### src/rtl/prefill_fifo_bank_pkg.sv
// ---------------------------------------------------------------------------
// prefill_fifo_bank_pkg
// Shared types and constants for the prefill-gated FIFO bank.
//   state_t        : reader state (IDLE, PREFILL, STREAM)
//   UNDERRUN_CNT_W : width of the saturating underrun counter
//   sat_inc()      : saturating increment for that counter
// ---------------------------------------------------------------------------
package prefill_fifo_bank_pkg;

    localparam int UNDERRUN_CNT_W = 16;

    typedef enum logic [1:0] {
        IDLE    = 2'd0,
        PREFILL = 2'd1,
        STREAM  = 2'd2
    } state_t;

    function automatic logic [UNDERRUN_CNT_W-1:0] sat_inc(
        input logic [UNDERRUN_CNT_W-1:0] v
    );
        return (&v) ? v : v + 1'b1;
    endfunction

endpackage

### src/rtl/prefill_fifo_bank_if.sv
// ---------------------------------------------------------------------------
// prefill_fifo_bank_if
// Groups the producer write bus, the reader control and the ready/valid
// output stream of the FIFO bank. Clock and reset stay plain ports.
//   master : producer / consumer side (drives writes, flush, reader_en, out_ready)
//   slave  : the FIFO bank (drives status flags and the output stream)
// ---------------------------------------------------------------------------
interface prefill_fifo_bank_if #(
    parameter int NUM_FIFO   = 4,
    parameter int DATA_WIDTH = 16
);
    import prefill_fifo_bank_pkg::*;

    localparam int CH_W = $clog2(NUM_FIFO);

    logic                           flush;
    logic [NUM_FIFO-1:0]            wr_en;
    logic [NUM_FIFO*DATA_WIDTH-1:0] wr_data;
    logic [NUM_FIFO-1:0]            full;
    logic [NUM_FIFO-1:0]            empty;
    logic                           reader_en;
    logic                           out_valid;
    logic                           out_ready;
    logic [DATA_WIDTH-1:0]          out_data;
    logic [CH_W-1:0]                out_ch;
    logic [NUM_FIFO-1:0]            overflow;
    logic [UNDERRUN_CNT_W-1:0]      underrun_cnt;
    logic                           streaming;

    modport master (
        output flush, wr_en, wr_data, reader_en, out_ready,
        input  full, empty, out_valid, out_data, out_ch, overflow,
               underrun_cnt, streaming
    );

    modport slave (
        input  flush, wr_en, wr_data, reader_en, out_ready,
        output full, empty, out_valid, out_data, out_ch, overflow,
               underrun_cnt, streaming
    );

endinterface

### src/rtl/prefill_fifo_bank_sync_fifo.sv
// ---------------------------------------------------------------------------
// sync_fifo
// Single-clock first-word-fall-through FIFO. Pointers carry one extra wrap
// bit so count = wr_ptr - rd_ptr distinguishes full from empty.
//   clk, rstn : clock, asynchronous active-low reset
//   flush     : synchronous clear of both pointers
//   wr_en     : store wr_data unless full
//   rd_en     : advance past the head word unless empty
//   rd_data   : current head word (valid while !empty)
//   count     : occupancy, full / empty derived from it
// ---------------------------------------------------------------------------
module sync_fifo #(
    parameter  int DATA_WIDTH = 16,
    parameter  int FIFO_DEPTH = 32,
    localparam int AW         = $clog2(FIFO_DEPTH),
    localparam int CW         = AW + 1
) (
    input  logic                  clk,
    input  logic                  rstn,
    input  logic                  flush,
    input  logic                  wr_en,
    input  logic [DATA_WIDTH-1:0] wr_data,
    input  logic                  rd_en,
    output logic [DATA_WIDTH-1:0] rd_data,
    output logic [CW-1:0]         count,
    output logic                  full,
    output logic                  empty
);

    logic [DATA_WIDTH-1:0] mem_q [FIFO_DEPTH];
    logic [CW-1:0]         wr_ptr_q, wr_ptr_d;
    logic [CW-1:0]         rd_ptr_q, rd_ptr_d;
    logic                  wr_fire;
    logic                  rd_fire;

    assign count   = wr_ptr_q - rd_ptr_q;
    assign full    = (count == CW'(FIFO_DEPTH));
    assign empty   = (count == '0);
    assign rd_data = mem_q[rd_ptr_q[AW-1:0]];

    // Both gates use the pre-edge flags: a write to a full FIFO is dropped
    // even when a read frees a slot in the same cycle.
    assign wr_fire = wr_en && !full && !flush;
    assign rd_fire = rd_en && !empty && !flush;

    // NOTE: every signal assigned in always_comb gets a default first, so no
    // path leaves it unassigned and no latch is inferred.
    always_comb begin
        wr_ptr_d = wr_ptr_q;
        rd_ptr_d = rd_ptr_q;
        if (wr_fire) wr_ptr_d = wr_ptr_q + 1'b1;
        if (rd_fire) rd_ptr_d = rd_ptr_q + 1'b1;
    end

    // NOTE: sequential state uses non-blocking assignments so every register
    // samples pre-edge values regardless of block evaluation order.
    always_ff @(posedge clk or negedge rstn) begin
        if (!rstn) begin
            wr_ptr_q <= '0;
            rd_ptr_q <= '0;
        end else if (flush) begin
            wr_ptr_q <= '0;
            rd_ptr_q <= '0;
        end else begin
            wr_ptr_q <= wr_ptr_d;
            rd_ptr_q <= rd_ptr_d;
        end
    end

    // NOTE: storage is deliberately not reset; the pointers alone define which
    // entries are valid, and a reset-free array maps onto plain RAM.
    always_ff @(posedge clk) begin
        if (wr_fire) mem_q[wr_ptr_q[AW-1:0]] <= wr_data;
    end

endmodule

### src/rtl/prefill_fifo_bank.sv
// ---------------------------------------------------------------------------
// prefill_fifo_bank
// NUM_FIFO independent channel FIFOs drained by one round-robin reader.
// The reader waits until every channel holds at least PREFILL words, then
// streams channel 0,1,..,NUM_FIFO-1,0,.. onto a registered ready/valid port.
// Finding the current channel empty drops the reader back to PREFILL and
// bumps a saturating underrun counter; the channel pointer is kept so the
// order never skips.
//   clk, rstn : clock, asynchronous active-low reset
//   bus       : prefill_fifo_bank_if.slave
//               flush (sync clear), wr_en/wr_data (per channel), full/empty,
//               reader_en, out_valid/out_ready/out_data/out_ch,
//               overflow (sticky per channel), underrun_cnt, streaming
// ---------------------------------------------------------------------------
module prefill_fifo_bank #(
    parameter int NUM_FIFO   = 4,
    parameter int DATA_WIDTH = 16,
    parameter int FIFO_DEPTH = 32,
    parameter int PREFILL    = 8
) (
    input logic                clk,
    input logic                rstn,
    prefill_fifo_bank_if.slave bus
);
    // The PREFILL parameter shares its name with a state literal, so the
    // package is imported item by item and that state is referenced scoped.
    import prefill_fifo_bank_pkg::state_t;
    import prefill_fifo_bank_pkg::IDLE;
    import prefill_fifo_bank_pkg::STREAM;
    import prefill_fifo_bank_pkg::UNDERRUN_CNT_W;
    import prefill_fifo_bank_pkg::sat_inc;

    localparam int CH_W  = $clog2(NUM_FIFO);
    localparam int CNT_W = $clog2(FIFO_DEPTH) + 1;

    state_t                    state_q;
    logic [CH_W-1:0]           ptr_q, ptr_d;
    logic                      out_valid_q;
    logic [DATA_WIDTH-1:0]     out_data_q;
    logic [CH_W-1:0]           out_ch_q;
    logic [NUM_FIFO-1:0]       overflow_q;
    logic [UNDERRUN_CNT_W-1:0] underrun_cnt_q, underrun_cnt_d;

    logic [DATA_WIDTH-1:0]     head_w   [NUM_FIFO];
    logic [CNT_W-1:0]          count_w  [NUM_FIFO];
    logic [NUM_FIFO-1:0]       full_w;
    logic [NUM_FIFO-1:0]       empty_w;
    logic [NUM_FIFO-1:0]       rd_en_w;
    logic [NUM_FIFO-1:0]       prefilled_w;
    logic                      slot_free_w;
    logic                      load_w;
    logic                      underrun_w;

    for (genvar j = 0; j < NUM_FIFO; j++) begin : g_fifo
        sync_fifo #(
            .DATA_WIDTH (DATA_WIDTH),
            .FIFO_DEPTH (FIFO_DEPTH)
        ) u_fifo (
            .clk     (clk),
            .rstn    (rstn),
            .flush   (bus.flush),
            .wr_en   (bus.wr_en[j]),
            .wr_data (bus.wr_data[j*DATA_WIDTH +: DATA_WIDTH]),
            .rd_en   (rd_en_w[j]),
            .rd_data (head_w[j]),
            .count   (count_w[j]),
            .full    (full_w[j]),
            .empty   (empty_w[j])
        );

        assign rd_en_w[j]     = load_w && (ptr_q == CH_W'(j));
        assign prefilled_w[j] = (count_w[j] >= CNT_W'(PREFILL));
    end

    // The output register can take a word when it is empty or being drained.
    assign slot_free_w = !out_valid_q || bus.out_ready;
    assign load_w      = (state_q == STREAM) && !empty_w[ptr_q] && slot_free_w;
    // A load that is blocked only by an empty current channel is an underrun.
    assign underrun_w  = (state_q == STREAM) && empty_w[ptr_q] && slot_free_w;

    assign ptr_d          = (ptr_q == CH_W'(NUM_FIFO - 1)) ? '0 : ptr_q + 1'b1;
    assign underrun_cnt_d = sat_inc(underrun_cnt_q);

    always_ff @(posedge clk or negedge rstn) begin
        if (!rstn) begin
            state_q        <= IDLE;
            ptr_q          <= '0;
            out_valid_q    <= 1'b0;
            out_data_q     <= '0;
            out_ch_q       <= '0;
            overflow_q     <= '0;
            underrun_cnt_q <= '0;
        end else if (bus.flush) begin
            state_q        <= IDLE;
            ptr_q          <= '0;
            out_valid_q    <= 1'b0;
            out_data_q     <= '0;
            out_ch_q       <= '0;
            overflow_q     <= '0;
            underrun_cnt_q <= '0;
        end else begin
            overflow_q <= overflow_q | (bus.wr_en & full_w);

            // A pending word finishes its handshake whatever the state does.
            if (load_w) begin
                out_valid_q <= 1'b1;
                out_data_q  <= head_w[ptr_q];
                out_ch_q    <= ptr_q;
                ptr_q       <= ptr_d;
            end else if (out_valid_q && bus.out_ready) begin
                out_valid_q <= 1'b0;
            end

            unique case (state_q)
                IDLE: begin
                    if (bus.reader_en) state_q <= prefill_fifo_bank_pkg::PREFILL;
                end
                prefill_fifo_bank_pkg::PREFILL: begin
                    if (!bus.reader_en)      state_q <= IDLE;
                    else if (&prefilled_w)   state_q <= STREAM;
                end
                STREAM: begin
                    if (!bus.reader_en) begin
                        state_q <= IDLE;
                    end else if (underrun_w) begin
                        state_q        <= prefill_fifo_bank_pkg::PREFILL;
                        underrun_cnt_q <= underrun_cnt_d;
                    end
                end
                default: state_q <= IDLE;
            endcase
        end
    end

    assign bus.full         = full_w;
    assign bus.empty        = empty_w;
    assign bus.out_valid    = out_valid_q;
    assign bus.out_data     = out_data_q;
    assign bus.out_ch       = out_ch_q;
    assign bus.overflow     = overflow_q;
    assign bus.underrun_cnt = underrun_cnt_q;
    assign bus.streaming    = (state_q == STREAM);

endmodule

### src/flat_wrapper.sv
// flat-port wrapper written by rule: the top's interface ports become plain ports
module prefill_fifo_bank_flat import prefill_fifo_bank_pkg::state_t; import prefill_fifo_bank_pkg::IDLE; import prefill_fifo_bank_pkg::STREAM; import prefill_fifo_bank_pkg::UNDERRUN_CNT_W; import prefill_fifo_bank_pkg::sat_inc;
#(
    parameter int NUM_FIFO   = 4,
    parameter int DATA_WIDTH = 16,
    parameter int FIFO_DEPTH = 32,
    parameter int PREFILL    = 8
)
  (clk, rstn, bus_flush, bus_wr_en, bus_wr_data, bus_reader_en, bus_out_ready, bus_full, bus_empty, bus_out_valid, bus_out_data, bus_out_ch, bus_overflow, bus_underrun_cnt, bus_streaming);
  prefill_fifo_bank_if #(.NUM_FIFO(NUM_FIFO), .DATA_WIDTH(DATA_WIDTH)) bus_i ();
  input logic clk;
  input logic rstn;
  input wire logic [$bits(bus_i.flush)-1:0] bus_flush;
  input wire logic [$bits(bus_i.wr_en)-1:0] bus_wr_en;
  input wire logic [$bits(bus_i.wr_data)-1:0] bus_wr_data;
  input wire logic [$bits(bus_i.reader_en)-1:0] bus_reader_en;
  input wire logic [$bits(bus_i.out_ready)-1:0] bus_out_ready;
  output wire logic [$bits(bus_i.full)-1:0] bus_full;
  output wire logic [$bits(bus_i.empty)-1:0] bus_empty;
  output wire logic [$bits(bus_i.out_valid)-1:0] bus_out_valid;
  output wire logic [$bits(bus_i.out_data)-1:0] bus_out_data;
  output wire logic [$bits(bus_i.out_ch)-1:0] bus_out_ch;
  output wire logic [$bits(bus_i.overflow)-1:0] bus_overflow;
  output wire logic [$bits(bus_i.underrun_cnt)-1:0] bus_underrun_cnt;
  output wire logic [$bits(bus_i.streaming)-1:0] bus_streaming;
  assign bus_i.flush = bus_flush;
  assign bus_i.wr_en = bus_wr_en;
  assign bus_i.wr_data = bus_wr_data;
  assign bus_i.reader_en = bus_reader_en;
  assign bus_i.out_ready = bus_out_ready;
  assign bus_full = bus_i.full;
  assign bus_empty = bus_i.empty;
  assign bus_out_valid = bus_i.out_valid;
  assign bus_out_data = bus_i.out_data;
  assign bus_out_ch = bus_i.out_ch;
  assign bus_overflow = bus_i.overflow;
  assign bus_underrun_cnt = bus_i.underrun_cnt;
  assign bus_streaming = bus_i.streaming;
  prefill_fifo_bank #(.NUM_FIFO(NUM_FIFO), .DATA_WIDTH(DATA_WIDTH), .FIFO_DEPTH(FIFO_DEPTH), .PREFILL(PREFILL)) u_core (.clk(clk), .rstn(rstn), .bus(bus_i));
endmodule
### config.mk
export PLATFORM = sky130hd
export DESIGN_NAME = prefill_fifo_bank_flat
export DESIGN_NICKNAME = d
export VERILOG_FILES = /design/src/rtl/prefill_fifo_bank_pkg.sv /design/src/rtl/prefill_fifo_bank_if.sv /design/src/rtl/prefill_fifo_bank_sync_fifo.sv /design/src/rtl/prefill_fifo_bank.sv /design/src/flat_wrapper.sv
export SDC_FILE = /design/constraint.sdc
export NUM_CORES = 2
export LEC_CHECK = 0
export ABC_AREA = 1
export CORE_MARGIN = 3
export CORE_UTILIZATION = 30
export CTS_CLUSTER_SIZE = 16
export DETAILED_ROUTE_END_ITERATION = 12
export HOLD_SLACK_MARGIN = 0.05
export PLACE_DENSITY = 0.51
export SLEW_MARGIN = 20
export SYNTH_ARGS = -nofsm -noshare
export SYNTH_HDL_FRONTEND = slang
export SYNTH_SLANG_ARGS = --single-unit
### constraint.sdc
create_clock -name clk -period 4.4 [get_ports clk]
set_input_delay 0.88 -clock clk [delete_from_list [all_inputs] [get_ports clk]]
set_output_delay 0.88 -clock clk [all_outputs]
set_load 0.1 [all_outputs]
Word-level counts from Yosys, hierarchy flattened

Memories as Yosys holds them, arrays and structs flattened.
Cells that the tools add are included.
W data, S select, Z words.

Memories: 4
Memory bits (writable): 2048
Input bits: 73
Bits in registers: 91
Word-level logic and storage cells: 167

Order comparisons: 6
Muxes and demuxes: 52
Equality and inequality tests: 13
Bitwise logic cells: 3
Add/subtract/negate cells: 14
Reductions and logical operators: 60

Memory list:

| memory                        | words | bits a word | rd ports | clocked after memory_dff | wr ports | line                              | text |
|---|---|---|---|---|---|---|---|
| u_core.g_fifo[0].u_fifo.mem_q | 32    | 16          | 1        | 0                        | 1        | prefill_fifo_bank_sync_fifo.sv:30 | `logic [DATA_WIDTH-1:0] mem_q [FIFO_DEPTH];` |
| u_core.g_fifo[1].u_fifo.mem_q | 32    | 16          | 1        | 0                        | 1        | prefill_fifo_bank_sync_fifo.sv:30 |  |
| u_core.g_fifo[2].u_fifo.mem_q | 32    | 16          | 1        | 0                        | 1        | prefill_fifo_bank_sync_fifo.sv:30 |  |
| u_core.g_fifo[3].u_fifo.mem_q | 32    | 16          | 1        | 0                        | 1        | prefill_fifo_bank_sync_fifo.sv:30 |  |

Operator list:

| operator                | number |
|---|---|
| $mux W16                | 9 |
| $mux W6                 | 16 |
| $add A6 B1 Y6 const B   | 8 |
| $bmux W16 S2            | 1 |
| $logic_and A1 B1 Y1     | 25 |
| $eq A6 B6 Y1 const B    | 4 |
| $ge A6 B4 Y1 const B    | 4 |
| $logic_not A6 Y1        | 4 |
| $reduce_bool A2 Y1      | 12 |
| $sub A6 B6 Y6           | 4 |
| $mux W2                 | 11 |
| $add A16 B1 Y16 const B | 1 |
| $reduce_and A16 Y1      | 1 |
| $mux W1                 | 12 |
| $logic_not A1 Y1        | 11 |
| $ne A4 B3 Y1 const B    | 2 |
| $reduce_and A4 Y1       | 2 |
| $eq A2 B2 Y1 const B    | 3 |
| $pmux W2 S3             | 1 |
| $and A4 B4 Y4           | 1 |
| $eq A2 B1 Y1 const B    | 2 |
| $logic_not A2 Y1        | 2 |
| $mux W4                 | 1 |
| $or A4 B4 Y4            | 1 |
| other kinds (10)        | 10 |

Logic depth before layout (Yosys ltp)

Depth after elaboration: 12
Gate-level depth with buffers: 21
Mapped depth without buffers: 18

Hierarchy

From an unflattened synthesis, not the netlist that was laid out.

Cell total of the unflattened synthesis: 7622
Area total of the unflattened synthesis: 89644.7 um^2

By module, submodules not included:

| module                                  | instances | area an instance (um^2) | cells each |
|---|---|---|---|
| sync_fifo (u_core.g_fifo[1].u_fifo ...) | 2         | 21658.3                 | 1783 |
| sync_fifo (u_core.g_fifo[0].u_fifo)     | 1         | 21857.2                 | 1887 |
| sync_fifo (u_core.g_fifo[3].u_fifo)     | 1         | 21615.7                 | 1782 |
| prefill_fifo_bank                       | 1         | 2855.2                  | 387 |

Worst setup path after synthesis

Ideal clock, no wire load.

Path kind: register to register
Start: register u_core.g_fifo[0].u_fifo.rd_ptr_q[2]
End: memory u_core.g_fifo[0].u_fifo.mem_q[0][0] (enable)
Slack: 0.838 ns
Stages on the path, launching flop included: 16
Arrival time: 3.174 ns
Library setup time: 0.388 ns
Data required time: 4.012 ns
Clock period less this slack: 3.562 ns
Cell sequence: dfrtp_1 > buf_2 > inv_1 > buf_2 > buf_1 > ha_1 > or2_1 > nand3_1 > nand3b_1 > nand2_1 > inv_1 > nand2_1 > nand2_1 > nor2_2 > nand2_1 > nor2_1

Word-level cells in the longest chain between the ends: 7

RTL lines:

| what                             | line                              | text |
|---|---|---|
| start, declared                  | prefill_fifo_bank_sync_fifo.sv:32 | `logic [CW-1:0] rd_ptr_q, rd_ptr_d;` |
| start signal, assigned           | prefill_fifo_bank_sync_fifo.sv:66 | `rd_ptr_q <= rd_ptr_d;` |
| $sub A6 B6 Y6                    | prefill_fifo_bank_sync_fifo.sv:36 | `assign count = wr_ptr_q - rd_ptr_q;` |
| $eq A6 B6 Y1                     | prefill_fifo_bank_sync_fifo.sv:37 | `assign full = (count == CW'(FIFO_DEPTH));` |
| $logic_not A1 Y1                 | prefill_fifo_bank_sync_fifo.sv:43 | `assign wr_fire = wr_en && !full && !flush;` |
| $logic_and A1 B1 Y1 (2 in a row) | prefill_fifo_bank_sync_fifo.sv:43 |  |
| $mux W1                          | prefill_fifo_bank_sync_fifo.sv:73 | `if (wr_fire) mem_q[wr_ptr_q[AW-1:0]] <= wr_data;` |
| $mux W1 (implied by the code)    | prefill_fifo_bank_sync_fifo.sv:73 |  |
| end, declared                    | prefill_fifo_bank_sync_fifo.sv:30 |  |

No other way between the ends.

Worst setup path in the final report

Start: register u_core.g_fifo[1].u_fifo.rd_ptr_q[1]
End: output port bus_full[1]

Word-level cells in the longest chain between the ends: 2

RTL lines:

| what                   | line                              | text |
|---|---|---|
| start, declared        | prefill_fifo_bank_sync_fifo.sv:32 |  |
| start signal, assigned | prefill_fifo_bank_sync_fifo.sv:66 |  |
| $sub A6 B6 Y6          | prefill_fifo_bank_sync_fifo.sv:36 |  |
| $eq A6 B6 Y1           | prefill_fifo_bank_sync_fifo.sv:37 |  |
| end, declared          | flat_wrapper.sv:18                | `output wire logic [$bits(bus_i.full)-1:0] bus_full;` |

No other way between the ends.

==> results.ini <==
[final_layout]
syn2layout_area_growth_pct=15.4
fin_util_pct=34.9
nNetsFinal=7884
multi_input_area_mm2=0.0220
nFillCells=28700
drive_gt1_share_pct=8.84
regArea_mm2=0.0638

[sta]
grt_setup_unrepaired=no
tns_ns=0
fin_crit_sh_pct=91.7
tightest_slew_ns=1.07
setup_viol=0
fin_skew_ns=0.0940
relSlewSlack_pct=28.6
layout_min_cycle_time_ns=4.03
hold_viol=0
drv_slew=0
max_freq_ghz=0.248

[placed_design]
dp_hpwl_um=155000
gp_congestion=0.852
io_buffers=120

[clock_network]
cts_root_buf=clkbuf_16
cts_hold_buf=0
cts_sinks=2139
cts_resized=0
cts-buffers-inserted=227
clock_latency_ns=0.91
cts.clk_slew.worst_paths_ns=0.06
cts_setup_buffers=0
cts_tree=built
cts_buffer_depth=4
h-tree-depth=4

[route]
vias=58100
first_pass_iters=6
ant_nets=0
routedWlPerCell_um=22.4
viasPerCell=4.91
wl_um=265000
drc=0
first_iter_violations=5839

[global_routing]
grt_pass1_vias=56000
antenna_found_initial=5
grt_pass1_wl_um=388000
grt_overflow=0
grt_start_max_net_pins=181
track_usage_pct=17.1

[yosys]
yosys_register_bits=2139
avgSynthCellArea_um2=11.6
synth.distinct_cells=41
synth_warnings=0
syn_area_mm2=0.0881
syn_nets=7707
ys_seq_area_share_pct=72.4
synthCells=7589

[setup_path]
cp-end-kind=output pin
required_ns=3.52
start_kind=register
critPathMaxFanout=23
ff2ff_path_depth=15
rr_endpoint=u_core.g_fifo[1].u_fifo.mem_q[24][11]
arrival_ns=3.15
crit_type=reg -> out
reg2reg_setup_slack_ns=0.73
r2r_start=u_core.g_fifo[1].u_fifo.rd_ptr_q[1]

[floorplanning]
core_mm2=0.292
start_util_pct=30.2
boundaryPins=121
row_count=198
die_area_mm2=0.300
die_w_um=548
die_y_um=548

[power_and_ir_drop]
finalPower_mw=42.9
p_per_area_mw_per_mm2=422
irDropWorstVdd_v=0.000304
p_leak_nw=36.2

[flow_run]
maxCapViolCount=0

[run_status]
status=finished, final reports clean

[min_path]
hp-class=in -> async

-- layer usage --
layer / vias to the layer above / GRT usage (%) / part of all wire, % / routed length, µm
met4: 4 / 4.35 / 2.5 / 6570
met1: 28900 / 24.1 / 44 / 117000
met2: 1828 / 28.2 / 48 / 127000
met3: 329 / 1.91 / 5.4 / 14300
met5: - / 0 / 0.0053 / 14
li1: 27100 / - / - / -
-- how the worst max path moves through the flow --
stage,startpoint,to,depth (start not counted)
after floorplan,u_core.g_fifo[0].u_fifo.rd_ptr_q[2],u_core.g_fifo[0].u_fifo.mem_q[0][0],15
after global placement,u_core.g_fifo[1].u_fifo.rd_ptr_q[1],u_core.g_fifo[1].u_fifo.rd_ptr_q[1],14
after detailed placement,u_core.g_fifo[0].u_fifo.wr_ptr_q[2],u_core.g_fifo[0].u_fifo.mem_q[12][8],12
after CTS,u_core.g_fifo[1].u_fifo.rd_ptr_q[1],bus_empty[1],11
after global routing,u_core.g_fifo[1].u_fifo.rd_ptr_q[1],bus_full[1],12
final,u_core.g_fifo[1].u_fifo.rd_ptr_q[1],bus_full[1],11
-- critical path, stage by stage, from the launching register on --
cell     delay [ns]
dfrtp_2        0.68
inv_2          0.07
ha_1           0.32
nand2_1        0.09
nand2_1        0.09
nand3_1        0.07
nand2_1        0.10
nand3_1        0.11
nor2_1         0.15
nand2_1        0.14
inv_1          0.22
buf_12         0.21
-- logic make-up (layout without fill, tap and decap cells) --
| family | after synthesis | count (layout) | share of synthesized area [%] |
|---|---|---|---|
| and+or+nand+nor | 4074 | 4074 | 19.2 |
| AOI/OAI and AO/OA | 684 | 684 | 4.38 |
| adders and majority gates | 45 | 45 | 0.639 |
| other | 0 | 2 | 0 |
| DFF | 2139 | 2139 | 72.4 |
| xor gates and xnor gates | 35 | 35 | 0.348 |
| buffers and inverters | 585 | 940 | 2.76 |
| muxes | 27 | 27 | 0.307 |
-- cell usage after synthesis --
| cell | count | share of area (%) |
|---|---|---|
| nand2_1 | 2468 | 11 |
| edfxtp_1 | 2048 | 70 |
| nand3_1 | 1089 | 6.2 |
| nor2_1 | 418 | 1.8 |
| o21ai_0 | 272 | 1.5 |
| clkbuf_1 | 223 | 0.95 |
| a21oi_1 | 180 | 1.0 |
| buf_2 | 143 | 0.81 |
| inv_1 | 114 | 0.49 |
| o22ai_1 | 105 | 0.75 |
| dfrtp_1 | 91 | 2.6 |
| buf_1 | 72 | 0.31 |
| o211ai_1 | 57 | 0.49 |
| ha_1 | 45 | 0.64 |
| nor3_1 | 35 | 0.20 |
| nand4_1 | 33 | 0.23 |
| a21boi_0 | 30 | 0.26 |
| mux2i_1 | 27 | 0.31 |
| xor2_1 | 26 | 0.26 |
| a211oi_1 | 18 | 0.15 |
| o31ai_1 | 15 | 0.13 |
| buf_4 | 13 | 0.11 |
| clkinv_1 | 11 | 0.047 |
| nand3b_1 | 9 | 0.077 |
| xnor2_1 | 9 | 0.089 |
| inv_2 | 8 | 0.034 |
| nor2_2 | 6 | 0.043 |
| a31oi_1 | 5 | 0.035 |
| nand3_2 | 4 | 0.045 |
| nand2_2 | 2 | 0.014 |
| nand2_4 | 2 | 0.026 |
| nand3_4 | 2 | 0.040 |
| a41oi_1 | 1 | 0.0099 |
| buf_6 | 1 | 0.013 |
| nor2_4 | 1 | 0.013 |
| nor3b_1 | 1 | 0.0085 |
| nor4_1 | 1 | 0.0071 |
| nor4b_1 | 1 | 0.0099 |
| o21ai_1 | 1 | 0.0057 |
| or2_1 | 1 | 0.0071 |
| or2_4 | 1 | 0.0099 |
-- area by class of cell --
type / instances / area share [%]
tap: 3900 / 4.80
clock inverter: 124 / 0.972
multi-input combinational: 4865 / 21.6
timing repair buffer: 400 / 3.38
antenna: 2 / 0.00492
sequential: 2139 / 62.8
inverter: 133 / 0.517
clock buffer: 283 / 5.95
-- placed cells by master, fill, tap and decap left out, types with 72 or more instances in the layout --
master,netlist,routed
clkbuf_16,0,229
edfxtp_1,2048,2048
o21ai_0,272,272
nand3_1,1089,1089
a21oi_1,180,180
inv_1,114,106
buf_4,13,281
nand2_1,2468,2468
clkdlybuf4s50_1,0,72
dfrtp_1,91,81
o22ai_1,105,105
nor2_1,418,401
-- stage by stage --
step,hold WS [ns],instance area [µm²],setup WS (ns),std cells
finish,0.0936,102000,0.366,11800
global route,0.123,102000,0.101,11800
detailed placement,0.469,94600,0.773,11400
global placement,0.460,94600,0.819,11400
floorplan,0.454,88100,0.838,7589
CTS,0.0698,102000,0.0885,11800
-- report_power, final --
part           internal (mW)  switching [mW]
clock network           10.6            7.90
registers               22.4          0.0525
logic                  0.434            1.55
total                   33.4            9.50
-- state kept, by name (all words and copies together) (netlist names) --
register / flops
u_core.g_fifo.u_fifo.mem_q: 2048
u_core.g_fifo.u_fifo.rd_ptr_q: 24
u_core.g_fifo.u_fifo.wr_ptr_q: 24
u_core.bus.out_data: 16
u_core.bus.underrun_cnt: 16
u_core.bus.overflow: 4
u_core.bus.out_ch: 2
u_core.ptr_q: 2
u_core.state_q: 2
u_core.bus.out_valid: 1
(Power assumes the default switching activity.)
